$ cat src/rtl/sequence_scan_controller.sv
// Serial pattern scanner: takes parallel words over valid/ready, shifts them MSB-first
// through a bit-history matcher and reports per-word match count, first position and a running total.
module sequence_scan_controller #(
    parameter int               DATA_W  = 16,
    parameter int               PAT_W   = 8,
    parameter logic [PAT_W-1:0] DEF_PAT = 8'b00110011,
    parameter int               DEF_LEN = 6,
    parameter int               CNT_W   = $clog2(DATA_W + 1),
    localparam int              LEN_W   = $clog2(PAT_W + 1),
    localparam int              IDX_W   = $clog2(DATA_W)
) (
    input  logic              clk,
    input  logic              rst,
    input  logic              clear,
    input  logic              cfg_we,
    input  logic [PAT_W-1:0]  cfg_pat,
    input  logic [LEN_W-1:0]  cfg_len,
    input  logic              in_valid,
    output logic              in_ready,
    input  logic [DATA_W-1:0] in_data,
    output logic              out_valid,
    input  logic              out_ready,
    output logic [CNT_W-1:0]  out_count,
    output logic [IDX_W-1:0]  out_first,
    output logic              out_any,
    output logic [15:0]       stat_total
);

    typedef enum logic [1:0] {
        ST_IDLE   = 2'd0,
        ST_SHIFT  = 2'd1,
        ST_REPORT = 2'd2
    } state_t;

    state_t              state_q, state_d;
    logic [DATA_W-1:0]   word_q, word_d;
    logic [IDX_W-1:0]    bit_idx_q, bit_idx_d;
    logic [PAT_W-1:0]    hist_q, hist_d;
    logic [LEN_W-1:0]    seen_q, seen_d;
    logic [PAT_W-1:0]    pat_q, pat_d;
    logic [LEN_W-1:0]    len_q, len_d;
    logic [CNT_W-1:0]    cnt_q, cnt_d;
    logic [IDX_W-1:0]    first_q, first_d;
    logic                found_q, found_d;
    logic [15:0]         total_q, total_d;
    logic                in_ready_q, in_ready_d;
    logic                out_valid_q, out_valid_d;
    logic [CNT_W-1:0]    out_count_q, out_count_d;
    logic [IDX_W-1:0]    out_first_q, out_first_d;
    logic                out_any_q, out_any_d;

    logic                shift_bit_s;
    logic [PAT_W-1:0]    hist_shift_s;
    logic [LEN_W-1:0]    seen_shift_s;
    logic                match_s;
    logic                cfg_ok_s;
    logic                last_bit_s;

    // Low-order ones mask selecting the active pattern bits
    function automatic logic [PAT_W-1:0] len_mask(input logic [LEN_W-1:0] len);
        logic [PAT_W-1:0] m;
        m = '0;
        for (int i = 0; i < PAT_W; i++) begin
            m[i] = (i < int'(len));
        end
        return m;
    endfunction

    // Next-state, datapath and output computation
    always_comb begin
        state_d     = state_q;
        word_d      = word_q;
        bit_idx_d   = bit_idx_q;
        hist_d      = hist_q;
        seen_d      = seen_q;
        pat_d       = pat_q;
        len_d       = len_q;
        cnt_d       = cnt_q;
        first_d     = first_q;
        found_d     = found_q;
        total_d     = total_q;
        in_ready_d  = in_ready_q;
        out_valid_d = out_valid_q;
        out_count_d = out_count_q;
        out_first_d = out_first_q;
        out_any_d   = out_any_q;

        shift_bit_s  = word_q[DATA_W-1];
        hist_shift_s = {hist_q[PAT_W-2:0], shift_bit_s};
        seen_shift_s = (seen_q >= LEN_W'(PAT_W)) ? seen_q : (seen_q + LEN_W'(1));
        match_s      = (seen_shift_s >= len_q) &&
                       (((hist_shift_s ^ pat_q) & len_mask(len_q)) == '0);
        cfg_ok_s     = cfg_we && (cfg_len != '0) && (cfg_len <= LEN_W'(PAT_W));
        last_bit_s   = (bit_idx_q == IDX_W'(DATA_W - 1));

        case (state_q)
            ST_IDLE: begin
                // A config write lands before a same-cycle word, so that word sees it
                if (cfg_ok_s) begin
                    pat_d  = cfg_pat;
                    len_d  = cfg_len;
                    seen_d = '0;
                end else begin
                    pat_d  = pat_q;
                end
                if (in_valid) begin
                    word_d     = in_data;
                    bit_idx_d  = '0;
                    cnt_d      = '0;
                    first_d    = '0;
                    found_d    = 1'b0;
                    in_ready_d = 1'b0;
                    state_d    = ST_SHIFT;
                end else begin
                    state_d    = ST_IDLE;
                end
            end
            ST_SHIFT: begin
                word_d    = {word_q[DATA_W-2:0], 1'b0};
                hist_d    = hist_shift_s;
                seen_d    = seen_shift_s;
                bit_idx_d = bit_idx_q + IDX_W'(1);
                if (match_s) begin
                    cnt_d   = cnt_q + CNT_W'(1);
                    total_d = (total_q == 16'hFFFF) ? total_q : (total_q + 16'd1);
                    if (!found_q) begin
                        found_d = 1'b1;
                        first_d = bit_idx_q;
                    end else begin
                        found_d = found_q;
                    end
                end else begin
                    cnt_d = cnt_q;
                end
                if (last_bit_s) begin
                    state_d     = ST_REPORT;
                    out_valid_d = 1'b1;
                    out_count_d = cnt_d;
                    out_first_d = first_d;
                    out_any_d   = (cnt_d != '0);
                end else begin
                    state_d     = ST_SHIFT;
                end
            end
            ST_REPORT: begin
                if (out_ready) begin
                    state_d     = ST_IDLE;
                    out_valid_d = 1'b0;
                    in_ready_d  = 1'b1;
                end else begin
                    state_d     = ST_REPORT;
                end
            end
            default: begin
                state_d     = ST_IDLE;
                out_valid_d = 1'b0;
                in_ready_d  = 1'b1;
            end
        endcase

        // Abort wins over everything in flight but keeps the programmed pattern
        if (clear) begin
            state_d     = ST_IDLE;
            hist_d      = '0;
            seen_d      = '0;
            cnt_d       = '0;
            first_d     = '0;
            found_d     = 1'b0;
            total_d     = 16'd0;
            in_ready_d  = 1'b1;
            out_valid_d = 1'b0;
            out_count_d = '0;
            out_first_d = '0;
            out_any_d   = 1'b0;
        end else begin
            total_d     = total_d;
        end
    end

    // State and datapath registers with synchronous reset
    always_ff @(posedge clk) begin
        if (rst) begin
            state_q     <= ST_IDLE;
            word_q      <= '0;
            bit_idx_q   <= '0;
            hist_q      <= '0;
            seen_q      <= '0;
            pat_q       <= DEF_PAT;
            len_q       <= LEN_W'(DEF_LEN);
            cnt_q       <= '0;
            first_q     <= '0;
            found_q     <= 1'b0;
            total_q     <= 16'd0;
            in_ready_q  <= 1'b1;
            out_valid_q <= 1'b0;
            out_count_q <= '0;
            out_first_q <= '0;
            out_any_q   <= 1'b0;
        end else begin
            state_q     <= state_d;
            word_q      <= word_d;
            bit_idx_q   <= bit_idx_d;
            hist_q      <= hist_d;
            seen_q      <= seen_d;
            pat_q       <= pat_d;
            len_q       <= len_d;
            cnt_q       <= cnt_d;
            first_q     <= first_d;
            found_q     <= found_d;
            total_q     <= total_d;
            in_ready_q  <= in_ready_d;
            out_valid_q <= out_valid_d;
            out_count_q <= out_count_d;
            out_first_q <= out_first_d;
            out_any_q   <= out_any_d;
        end
    end

    assign in_ready   = in_ready_q;
    assign out_valid  = out_valid_q;
    assign out_count  = out_count_q;
    assign out_first  = out_first_q;
    assign out_any    = out_any_q;
    assign stat_total = total_q;

endmodule

$ cat config.mk
export PLATFORM = sky130hd
export DESIGN_NAME = sequence_scan_controller
export DESIGN_NICKNAME = d
export VERILOG_FILES = /design/src/rtl/sequence_scan_controller.sv
export SDC_FILE = /design/constraint.sdc
export NUM_CORES = 1
export LEC_CHECK = 0
export ABC_AREA = 1
export BUFFER_PORTS_ARGS = -buffer_cell sky130_fd_sc_hd__buf_2
export CELL_PAD_IN_SITES_DETAIL_PLACEMENT = 0
export CELL_PAD_IN_SITES_GLOBAL_PLACEMENT = 1
export CORE_ASPECT_RATIO = 1.4
export CORE_MARGIN = 2
export CORE_UTILIZATION = 44
export DETAILED_ROUTE_END_ITERATION = 16
export PLACE_DENSITY_LB_ADDON = 0.1
export REMOVE_ABC_BUFFERS = 1
export SLEW_MARGIN = 5
export SYNTH_ARGS = -nofsm -noshare
export SYNTH_HDL_FRONTEND = slang
export SYNTH_SLANG_ARGS = --single-unit
export TNS_END_PERCENT = 50
$ cat constraint.sdc
create_clock -name clk -period 4.7 [get_ports clk]
set_input_delay 0.47 -clock clk [delete_from_list [all_inputs] [get_ports clk]]
set_output_delay 0.47 -clock clk [all_outputs]
set_load 0.01 [all_outputs]
==> metrics.md, run 1 <==
| Metric | Value |
|---|---|
| Net Sw Frac | `23.0%` |
| Netlist cell types | `33` |
| PwrDens | `340 nW/um^2` |
| Total Wirelength | `9500 um` |
| Post-route DRC | `0` |
| Endpoints failing setup | `0` |
| Initial antenna violation count | `0` |
| Clock skew | `4.66 ps` |
| Final Critical Period | `2620 ps` |
| Post-CTS setup buffers | `0` |
| DR WL/cell | `12.7 um` |
| CTS clk-pin slew, worst paths | `60 ps` |
| Cts hold-fix bufs | `0` |
| Vias | `3737` |
| TritonCTS Buffers | `9` |
| Layout cell share with drive strength beyond 1 | `18.0%` |
| Synth Flop Type | `dfxtp_1` |
| Max Cap Violations | `0` |
| Hold crit path type | `input port to register` |
| Final Net Count | `678` |
| P_sw | `0.000379 W` |
| Post-Layout Cell Count | `747` |
| Fin crit share | `55.7%` |
| Least-Margin Pin Slew | `848 ps` |
| Area Growth Syn to Fin | `16.9%` |
| Final Hold Vio Count | `0` |
| YS warnings | `0` |
| Slew headroom | `43.4%` |
| Share of flip-flops with an asynchronous set or reset | `0%` |
| Critical path required time | `4940 ps` |
| Final setup TNS | `0 ps` |
| 1st-iter DRT viols | `118` |
| First-pass GRT wire length | `16300 um` |
| GPL Wtd Cong | `0.885` |
| Via-to-Cell Ratio | `5.00` |
| R2R Setup Slk | `2080 ps` |
| Worst path bufs/invs | `5` |
| Pint | `0.00127 W` |
| Global route overflow | `0` |
| RSZ-0062 raised after global routing | `no` |
| TritonCTS clock tree | `built` |
| Mapped cell area | `4150 sq um` |
| Initial Util | `45.7%` |
| Die footprint | `10200 sq um` |
| Crit path launch type | `register` |
| Sequential share of power | `45.0%` |
| Post-CTS Resized | `0` |
| Vias in the first global route | `3602` |
| WS Path Type | `register to register` |
| Worst EP arrival | `2860 ps` |
| # diodes | `0` |
| Crit-path leading delay family | `simple AND/OR/NAND/NOR gates` |
| Root buf cell | `clkbuf_16` |
| Cells after DPL | `731` |
| Static leakage | `2.03 nW` |
| Critical Path Max Stage Delay | `710 ps` |
| Die height | `119 um` |
| Number of synthesized register bits | `83` |
| CTS Sinks | `83` |
| GRT Total Usage | `19.5%` |
| Crit-path max FO | `36` |
| Worst VDD drop | `0.206 mV` |
| CP cell instances | `inv_1 > nor2_2 > buf_4 > inv_2 > nor2_1 > inv_1 > nor2_1 > nand3_1 > nand2_1 > inv_1` |
| Sequential fraction of the synthesis area | `40.1%` |
| H-tree Lvls | `3` |
| Worst setup EP type | `register` |
| Total core area | `9080 sq um` |
| Final Max Slew Viols | `0` |
| DR pass1 iterations | `4` |
| Power share of the combinational group | `8.2%` |
| Most frequent CP cell | `inv_1` |
| I/O Pins | `62` |
| Status | `completed` |
| Syn avg cell area | `7.14 sq um` |
| Clock Path Buffers | `2` |
| EDFF count, synth | `0` |
| Chip width | `86.0 um` |
| Clk Latency, worst-skew pair | `330 ps` |
| # port buffers | `61` |
| Critical-path top delay cell | `nor2_1` |
| Antenna-violating nets left | `0` |
| Detail Placement HPWL | `6840 um` |
| Rows | `41` |
| Clk pwr share | `46.8%` |
| Largest net degree at the start of global routing | `37` |
| Post-Syn Instances | `581` |
| Fmax | `382 MHz` |
[synthesized netlist by cell type (all sizes together), types with 3 or more instances]
cell type / count / share of area (%)
nand2: 142 / 14
a211oi: 30 / 5.4
nor3: 8 / 0.97
ha: 9 / 2.7
nand3: 28 / 3.7
xnor2: 6 / 1.3
o211ai: 7 / 1.3
nand4: 3 / 0.45
buf: 4 / 0.84
nor2: 62 / 6.4
clkbuf: 18 / 1.6
xor2: 8 / 1.7
dfxtp: 83 / 40
a21oi: 46 / 6.5
o21ai: 32 / 3.9
inv: 84 / 7.7
[worst reg2reg max path, stage by stage, from the launching register on]
cell and delay, ps:
dfxtp_1 350, inv_1 70, nor2_2 80, buf_4 310, inv_2 330, nor2_1 710
inv_1 290, nor2_1 200, nand3_1 90, nand2_1 60, inv_1 30
[cell families after synthesis]
kind of cell             synth area share, %
AND/OR/NAND/NOR                         26.0
AO/OA/AOI/OAI                           18.0
buffers and inverters                   10.3
flip-flops                              40.1
XOR/XNOR                                2.96
adder cells (fa/ha/maj)                 2.72
[metal layers]
metal	global-route usage, %	up-vias	share of wire (%)
li1	-	1981	-
met3	3.47	15	2.6
met5	0	-	0
met1	23.5	1691	45
met2	34.0	50	51
met4	7.64	0	2.0
[placed cells by master, fill, tap and decap left out, types with 2 or more instances in the layout]
master / count
or2_1: 2
a211oi_1: 30
buf_2: 61
dfxtp_1: 83
nand2_2: 11
nor2_4: 4
nor2_1: 55
clkbuf_8: 2
o211ai_1: 7
a21oi_1: 36
nor3_1: 8
clkinv_2: 2
nor4_1: 2
bufinv_16: 2
inv_1: 80
inv_2: 3
clkbuf_16: 9
ha_1: 9
buf_4: 4
nand4_1: 3
a21oi_2: 10
o21ai_0: 32
nand2_1: 130
nor2_2: 3
xor2_1: 8
nand3_1: 27
a221oi_1: 2
xnor2_1: 6
[path summary, 6_finish.rpt]
path,startpoint,cells after the start,end
max,state_q[0],10,out_any
min,cfg_pat[1],3,pat_q[1]
min reg2reg,in_ready,2,in_ready
max reg2reg,state_q[0],10,out_any
[flip-flops by register name (all words and copies together), names as in the netlist, 5 cells and up]
signal      count
pat_q           8
word_q         16
stat_total     16
cnt_q           5
out_count       5
hist_q          7
[stage by stage]
step	setup slack [ps]	power (W)	utilization [%]	hold slack (ps)	area, sq um
global route	1690	0.00172	53.4	347	4850
CTS	2060	0.00167	53.4	337	4850
detailed placement	2080	0.000893	49.8	448	4520
global placement	2150	0.000890	49.8	435	4520
floorplan	1740	0.000844	-	434	4040
finish	2080	0.00165	53.4	341	4850
[power groups by stage]
stage | Clock (W) | Combinational, W | Sequential [W]
floorplan | 0 | 0.0000906 | 0.000753
global placement | 0 | 0.000134 | 0.000756
detailed placement | 0 | 0.000136 | 0.000757
CTS | 0.000789 | 0.000137 | 0.000741
global route | 0.000820 | 0.000157 | 0.000744
finish | 0.000772 | 0.000135 | 0.000741
[final cells by class]
type                    instances  area [sq um]
clock buffers                  12           256
repair buffers                 65           335
flip-flops and latches         83          1660
fillers                       920          4230
multi-input cells             391          2060
well taps                     107           134
clock inverters                 4          72.6
inverters                      85           325
(Power assumes the default switching activity.)
==> run 2: changes to the inputs <==
- CORE_UTILIZATION: 44 -> 41
- clock period: 4.7 -> 2.5 ns (I/O delays scaled with it)
==> metrics.md, run 2 (synthesis gave the netlist of run 1 again) <==
| Metric | Value |
|---|---|
| # port buffers | `61` |
| Total design power | `0.00319 W` |
| DR pass1 iterations | `4` |
| Detail Placement HPWL | `6810 um` |
| Rows | `43` |
| Worst EP arrival | `2580 ps` |
| I/O Pins | `62` |
| Initial Util | `41.9%` |
| Area Growth Syn to Fin | `20.5%` |
| First-pass GRT wire length | `16100 um` |
| CTS Sinks | `83` |
| Via-to-Cell Ratio | `4.90` |
| Hold crit path type | `input port to register` |
| Fillers | `1071` |
| CTS clk-pin slew, worst paths | `60 ps` |
| Root buf cell | `clkbuf_16` |
| GRT Total Usage | `18.7%` |
| Total core area | `9900 sq um` |
| Least-Margin Pin Slew | `589 ps` |
| Finished Cell Area | `4990 sq um` |
| Chip width | `89.0 um` |
| Final Critical Period | `2350 ps` |
| Endpoints failing setup | `0` |
| Sequential share of power | `43.6%` |
| Initial antenna violation count | `0` |
| Fin crit share | `94.0%` |
| Post-route DRC | `0` |
| Crit path launch type | `register` |
| Worst setup EP type | `register` |
| Placed cell area | `4590 sq um` |
| Total Wirelength | `9730 um` |
| Clock Path Buffers | `2` |
| Cells after DPL | `764` |
| Crit-path max FO | `7` |
| Fmax | `426 MHz` |
| P_sw | `0.000729 W` |
| TritonCTS clock tree | `built` |
| Global route overflow | `0` |
| Clk Latency, worst-skew pair | `340 ps` |
| Cts hold-fix bufs | `0` |
| Die footprint | `10900 sq um` |
| WS Path Type | `register to register` |
| Max Cap Violations | `0` |
| Static leakage | `2.09 nW` |
| Final Net Count | `688` |
| Status | `completed` |
| 1st-iter DRT viols | `135` |
| Final Max Slew Viols | `0` |
| Clk pwr share | `48.2%` |
| Clock skew | `4.08 ps` |
| # diodes | `0` |
| Worst VDD drop | `0.476 mV` |
| Post-Layout Cell Count | `785` |
| Most frequent cells in the layout | `129 x nand2_1, 82 x dfxtp_1, 80 x inv_1` |
| Largest net degree at the start of global routing | `35` |
| GPL Wtd Cong | `0.780` |
| Final worst slack | `150 ps` |
| Vias | `3843` |
| Die height | `123 um` |
| Net Sw Frac | `22.8%` |
| DR WL/cell | `12.4 um` |
| TritonCTS Buffers | `9` |
| Layout cell share with drive strength beyond 1 | `19.5%` |
| Power share of the combinational group | `8.2%` |
| Critical path required time | `2730 ps` |
| Commonest non-fill, non-tap cell in the layout | `nand2_1` |
| Setup WS pre-CTS | `82.9 ps` |
| PwrDens | `639 nW/um^2` |
| Vias in the first global route | `3613` |
| Pint | `0.00246 W` |
| Final Hold Vio Count | `0` |
| Antenna-violating nets left | `0` |
| Slew headroom | `60.4%` |
| H-tree Lvls | `3` |
[run 2: changes by cell type in the layout (fill, tap and decap cells not counted), sizes merged]
cell and delta:
clkbuf -1, buf +9, clkinvlp -1, clkinv +2, inv -1, bufinv +1, nand2 +1
[run 2: critical path, stage by stage, from the launching register on]
cell	delay (ps)
dfxtp_2	350
inv_1	80
ha_1	290
nand2_1	60
o21ai_0	110
ha_1	290
o21ai_0	70
nand2_1	60
nand2_1	50
nand2_2	90
nand3_4	130
nor2_4	210
buf_4	160
nand2_4	80
o21ai_0	160
a21oi_1	50
[run 2: final cells by class]
class	instances	area, sq um	area share [%]
Clock inverter	5	100	2.00
Inverter	85	333	6.66
Clock buffer	11	243	4.86
Tap cell	135	169	3.38
Multi-Input combinational cell	392	2080	41.7
Sequential cell	83	1660	33.3
Timing Repair Buffer	74	403	8.07
[run 2: layer usage]
metal	track usage [%]	wire (um)
met4	6.44	153
met2	33.2	4760
met5	0	0
met3	3.54	381
met1	22.2	4430
[run 2: worst paths after layout]
path | start | to | slack, ps | depth (start not counted)
worst max register to register | seen_q[0] | stat_total[1] | 150 | 15
worst min register to register | word_q[0] | word_q[0] | 460 | 2
worst max-delay path | seen_q[0] | stat_total[1] | 150 | 15
worst min-delay path | cfg_pat[5] | pat_q[5] | 110 | 3
[run 2: timing repair]
item / CTS / global route
setup buffers: 0 / 4
endpoints found under the setup margin: 0 / 21
resized for setup: 0 / 7
[run 2: power by group through the flow]
stage / Sequential, W / Combinational [W] / Clock, W
3_5_place_dp: 0.00142 / 0.000264 / 0
5_1_grt: 0.00140 / 0.000300 / 0.00161
3_3_place_gp: 0.00142 / 0.000262 / 0
2_1_floorplan: 0.00142 / 0.000170 / 0
4_1_cts: 0.00139 / 0.000266 / 0.00156
6_report: 0.00139 / 0.000262 / 0.00154
[run 2: per-stage QoR]
stage	utilization (%)	setup TNS (ps)	hold slack, ps
final	50.5	0	110
after global routing	50.5	-5.41	130
after CTS	49.8	0	111
after detailed placement	46.4	0	456
after global placement	46.4	0	436
after floorplan	-	-7100	319
